==> config.mk <==
export PLATFORM = sky130hd
export DESIGN_NAME = led_pattern_seq
export DESIGN_NICKNAME = d
export VERILOG_FILES = /design/src/rtl/led_pkg.sv /design/src/rtl/led_step_tick.sv /design/src/rtl/led_pattern_seq.sv
export SDC_FILE = /design/constraint.sdc
export NUM_CORES = 1
export LEC_CHECK = 0
export CAP_MARGIN = 20
export CORE_ASPECT_RATIO = 1.75
export CORE_UTILIZATION = 55
export CTS_BUF_LIST = sky130_fd_sc_hd__clkbuf_8
export DETAILED_ROUTE_END_ITERATION = 12
export GPL_ROUTABILITY_DRIVEN = 0
export GPL_TIMING_DRIVEN = 0
export PLACE_DENSITY = 0.78
export SETUP_SLACK_MARGIN = 0.15
export SLEW_MARGIN = 15
export SYNTH_ARGS = -nofsm -noshare
export SYNTH_HDL_FRONTEND = slang
export SYNTH_SLANG_ARGS = --single-unit
==> constraint.sdc <==
create_clock -name clk -period 2.1 [get_ports clk]
set_input_delay 0.315 -clock clk [delete_from_list [all_inputs] [get_ports clk]]
set_output_delay 0.315 -clock clk [all_outputs]
set_load 0.02 [all_outputs]
==> src/rtl/led_pkg.sv <==
// led_pkg: mode encodings, start patterns and bounce direction shared by the LED sequencer.
package led_pkg;
  typedef enum logic [1:0] {
    MODE_ALT    = 2'd0,
    MODE_CHASE  = 2'd1,
    MODE_BOUNCE = 2'd2,
    MODE_FILL   = 2'd3
  } mode_t;
  localparam logic [7:0] LED_START_ALT    = 8'h55;
  localparam logic [7:0] LED_START_CHASE  = 8'h01;
  localparam logic [7:0] LED_START_BOUNCE = 8'h01;
  localparam logic [7:0] LED_START_FILL   = 8'h00;
  localparam logic DIR_LEFT  = 1'b0;
  localparam logic DIR_RIGHT = 1'b1;
  function automatic logic [7:0] start_val(input mode_t m);
    return m == MODE_ALT    ? LED_START_ALT :
           m == MODE_CHASE  ? LED_START_CHASE :
           m == MODE_BOUNCE ? LED_START_BOUNCE : LED_START_FILL;
  endfunction
endpackage

==> src/rtl/led_step_tick.sv <==
// led_step_tick: prescaler emitting one tick every (STEP_DIV >> speed) cycles, with clear and hold.
module led_step_tick #(
  parameter int STEP_DIV = 12_500_000,
  parameter int CNT_W    = 24
) (
  input  logic       clk,
  input  logic       rst,
  input  logic       clr,
  input  logic       hold,
  input  logic [1:0] speed,
  output logic       tick
);
  localparam logic [CNT_W-1:0] DIV = CNT_W'(STEP_DIV);
  logic [CNT_W-1:0] cnt;
  logic [CNT_W-1:0] lim;
  assign lim = DIV >> speed;
  // >= rather than == so a speed change below the current count still ticks at once
  assign tick = !clr && !hold && (cnt >= lim - CNT_W'(1));
  always_ff @(posedge clk or posedge rst)
    if (rst) cnt <= '0;
    else if (clr || tick) cnt <= '0;
    else if (!hold) cnt <= cnt + CNT_W'(1);
endmodule

==> src/rtl/led_pattern_seq.sv <==
// led_pattern_seq: steps one of four LED patterns at a prescaled rate; mode_next cycles the mode.
// Define LED_SEQ_PAUSE_EN to add the pause input that freezes the sequence.
module led_pattern_seq
  import led_pkg::*;
#(
  parameter int STEP_DIV = 12_500_000,
  parameter int CNT_W    = 24
) (
  input  logic       clk,
  input  logic       rst,
  input  logic       mode_next,
  input  logic [1:0] speed,
`ifdef LED_SEQ_PAUSE_EN
  input  logic       pause,
`endif
  output logic [7:0] led,
  output logic [1:0] mode
);
  mode_t      mode_q, mode_d;
  logic [7:0] led_q, led_d;
  logic       dir_q, dir_d;
  logic       tick, hold, onehot, filled, turn;
`ifdef LED_SEQ_PAUSE_EN
  assign hold = pause;
`else
  assign hold = 1'b0;
`endif
  led_step_tick #(.STEP_DIV(STEP_DIV), .CNT_W(CNT_W)) u_tick (
    .clk(clk), .rst(rst), .clr(mode_next), .hold(hold), .speed(speed), .tick(tick)
  );
  assign onehot = (led_q != 8'd0) && ((led_q & (led_q - 8'd1)) == 8'd0);
  assign filled = (led_q & (led_q + 8'd1)) == 8'd0;
  // direction flips on the step that leaves an end position
  assign turn = led_q == 8'h80 ? DIR_RIGHT : led_q == 8'h01 ? DIR_LEFT : dir_q;
  always_comb begin
    mode_d = mode_q;
    led_d  = led_q;
    dir_d  = dir_q;
    if (mode_next) begin
      mode_d = mode_t'(mode_q + 2'd1);
      led_d  = start_val(mode_d);
      dir_d  = DIR_LEFT;
    end else if (tick) begin
      unique case (mode_q)
        MODE_ALT:    led_d = led_q == LED_START_ALT ? 8'hAA : LED_START_ALT;
        MODE_CHASE:  led_d = onehot ? {led_q[6:0], led_q[7]} : LED_START_CHASE;
        MODE_BOUNCE: begin
          led_d = !onehot ? LED_START_BOUNCE : turn ? led_q >> 1 : led_q << 1;
          dir_d = onehot ? turn : DIR_LEFT;
        end
        MODE_FILL:   led_d = (filled && led_q != 8'hFF) ? {led_q[6:0], 1'b1} : LED_START_FILL;
      endcase
    end
  end
  always_ff @(posedge clk or posedge rst)
    if (rst) begin
      mode_q <= MODE_ALT;
      led_q  <= LED_START_ALT;
      dir_q  <= DIR_LEFT;
    end else begin
      mode_q <= mode_d;
      led_q  <= led_d;
      dir_q  <= dir_d;
    end
  assign led  = led_q;
  assign mode = mode_q;
endmodule

==> results_dict.tcl <==
set metrics [dict create \
    status "finished, violations left" \
    violations "negative setup slack" \
    crit_slowest_cell "or4_4" \
    num_io_pins 15 \
    final_cells 391 \
    synthTopCellsByCount "dfrtp_1 (31), nor2_1 (31), ha_1 (25), inv_1 (20), nand2_1 (20)" \
    synth_cell_types 53 \
    end_kind "flip-flop" \
    synth_flop_cell "dfrtp_1" \
    fin_util 0.796 \
    grt_max_degree 36 \
    clockBufferDepth 2 \
    cp_slowest_stage_delay_ns 0.51 \
    core-area_um2 4400 \
    synth-edff-count 0 \
    avgSynthCellArea_um2 8.85 \
    finalSetupViolations 17 \
    fp-row-count 32 \
    fin_ws_ns -0.236 \
    diodes 0 \
    final.period_utilization 1.11 \
    cpLargestDelayFamily "compound AO/OA/AOI/OAI gates" \
    skew_ns 0.00748 \
    start_kind "flip-flop" \
    ys_ff_latch 35 \
    drt-wirelength-per-cell_um 19.1 \
    critPathKind "reg2reg" \
    numCtsBuffers 5 \
    die_w_um 53.1 \
    power.leakage_nw 1.52 \
    routed_wl_um 7460 \
    path_max_fanout 6 \
    yosysTopAreaCell "dfrtp_1" \
    insertion_delay_ns 0.30 \
    hold_violations 0 \
    cts_tree "yes" \
    firstDrtPassIters 5 \
    final_area_um2 3510 \
    drive_above_1_share 0.365 \
    required_ns 2.28 \
    finalMaxSlewViolations 0 \
    tightest_slew_ns 0.745 \
    worstPathCellList "buf_6 -> or4_4 -> a211o_1 -> o21a_1 -> a21o_4 -> a221o_1 -> o2bb2ai_2" \
    grt-ovfl-total 0 \
    hold_path.class "in2reg" \
    ys_warn_count 0 \
    die_area_um2 4850 \
    start_util 0.570 \
    placed_area_um2 2750 \
    path_buf_inv 1 \
    fmax_ghz 0.428 \
    layout.nets 369 \
    layout_min_cycle_time_ns 2.34 \
    syn_area_um2 2510 \
    htree_levels 2 \
    async_flop_share 1.00 \
    synth_top_area_share 0.309 \
    powerDensity_nw_per_um2 929 \
    cp.arrival_ns 2.52 \
    syn_inst 284 \
    antenna_found_initial 0 \
    pre_cts_slack_ns -0.946 \
    num_vias 2459 \
    dp_hpwl_um 4350 \
    timing.hold.ws_ns 0.462 \
    clk_pin_slew_worst_paths_ns 0.07 \
    grt_pass1_wl_um 11000 \
    cts_sinks 35 \
    drcViolationCount 0 \
    dp.cells 350 \
    grtUsageTotal 0.313 \
    max-cap-violations 0 \
    portBuffers 13 \
    synth-seq-area-share 0.351 \
    cts_hold_buffers 0 \
    fp.dieH_um 91.4 \
    area_growth_pct 39.5 \
    slew_headroom 0.502 \
    viasPerCell 6.29 \
    synthTopCellsByArea "dfrtp_1 (31%), ha_1 (12%), xor2_1 (5.9%)" \
    root_buffer "clkbuf_8" \
    rsz0062_at_grt "true" \
    fillers 290 \
    vdd_drop_max_uv 911 \
    grt_pass1_vias 2356 \
    ant_nets 0 \
    drt_iter0_markers 87 \
]
-- flip-flops by register name (all words and copies together), names as in the netlist --
name        count
u_tick.cnt     24
led             8
dir_q           1
mode            2
-- stage by stage --
| step | power (W) | TNS, ns |
|---|---|---|
| 6_report | 0.00326 | -1.20 |
| 2_1_floorplan | 0.00191 | -0.884 |
| 4_1_cts | 0.00296 | -0.775 |
| 3_3_place_gp | 0.00232 | -26.62 |
| 5_1_grt | 0.00346 | -2.35 |
| 3_5_place_dp | 0.00232 | -28.13 |
-- layout by cell type (no fill, tap or decap), types with 4 or more instances in the layout --
master and count:
dfstp_2 4, or3_1 5, o21ai_0 12, a21oi_1 4, dfrtp_1 28, nor2_4 18
o21ai_1 4, nor2_1 7, inv_2 4, xor2_1 17, ha_2 5, buf_4 29
ha_1 16, clkbuf_8 5, nand2_1 18, a21oi_2 4, nand4_1 5, conb_1 4
inv_1 18, nor2_2 7, clkdlybuf4s50_1 11, and3_1 7, nand2b_1 4, buf_6 4
nor3_1 4, nand3_1 7, ha_4 4
-- per-layer routing --
metal / vias to the layer above / wire, um / track usage
li1: 1141 / - / -
met1: 1196 / 2680 / 0.325
met2: 91 / 4080 / 0.565
met3: 31 / 302 / 0.0452
met4: 0 / 399 / 0.169
met5: - / 0 / 0
-- area by class of cell --
type / instances / area, um^2 / area share
multi-input combinational: 222 / 1900 / 0.542
sequential: 35 / 885 / 0.252
timing repair buffer: 45 / 410 / 0.117
buffer: 10 / 91.3 / 0.0261
inverter: 20 / 75.1 / 0.0214
clock buffer: 5 / 68.8 / 0.0196
tap: 51 / 63.8 / 0.0182
clock inverter: 3 / 12.5 / 0.00357
-- cell families after synthesis --
family | after synthesis | share of synthesized area
flops | 35 | 0.351
mux | 1 | 0.00448
xor+xnor | 20 | 0.0697
compound gates | 70 | 0.197
buf+inv | 30 | 0.0483
simple gates | 100 | 0.198
other cells | 2 | 0.00299
fa+ha+maj | 26 | 0.128
-- timing repair --
item,in CTS,in global routing
endpoints found under the setup margin,33,33
setup buffers,16,13
hold endpoints to repair,0,0
pin swaps,41,17
resized for setup,59,68
cloned,4,0
-- worst reg2reg max path, delay by kind of cell, from the launching register on --
kind	cells	cell delay (ns)
simple gates	1	0.51
buf+inv	1	0.11
flops	1	0.37
compound gates	5	1.23
-- power by group --
| group | total, W | switching (W) | internal [W] | leakage (nW) |
|---|---|---|---|---|
| Clock | 0.000474 | 0.000251 | 0.000223 | 0.0505 |
| Combinational | 0.00181 | 0.000978 | 0.000831 | 1.02 |
| Sequential | 0.000975 | 0.000161 | 0.000814 | 0.457 |
-- worst paths after layout --
| kind | start | end | slack, ns | depth (start not counted) |
|---|---|---|---|---|
| max | led[0] | led[3] | -0.24 | 7 |
| min | mode_next | mode[1] | 0.46 | 3 |
| max reg2reg | led[0] | led[3] | -0.24 | 7 |
| min reg2reg | u_tick.cnt[0] | u_tick.cnt[0] | 0.54 | 1 |
| max in group asynchronous | rst | u_tick.cnt[15] | 1.10 | 2 |
| min in group asynchronous | rst | u_tick.cnt[7] | 0.47 | 2 |
Note: power is estimated with default switching activity, not from simulation.
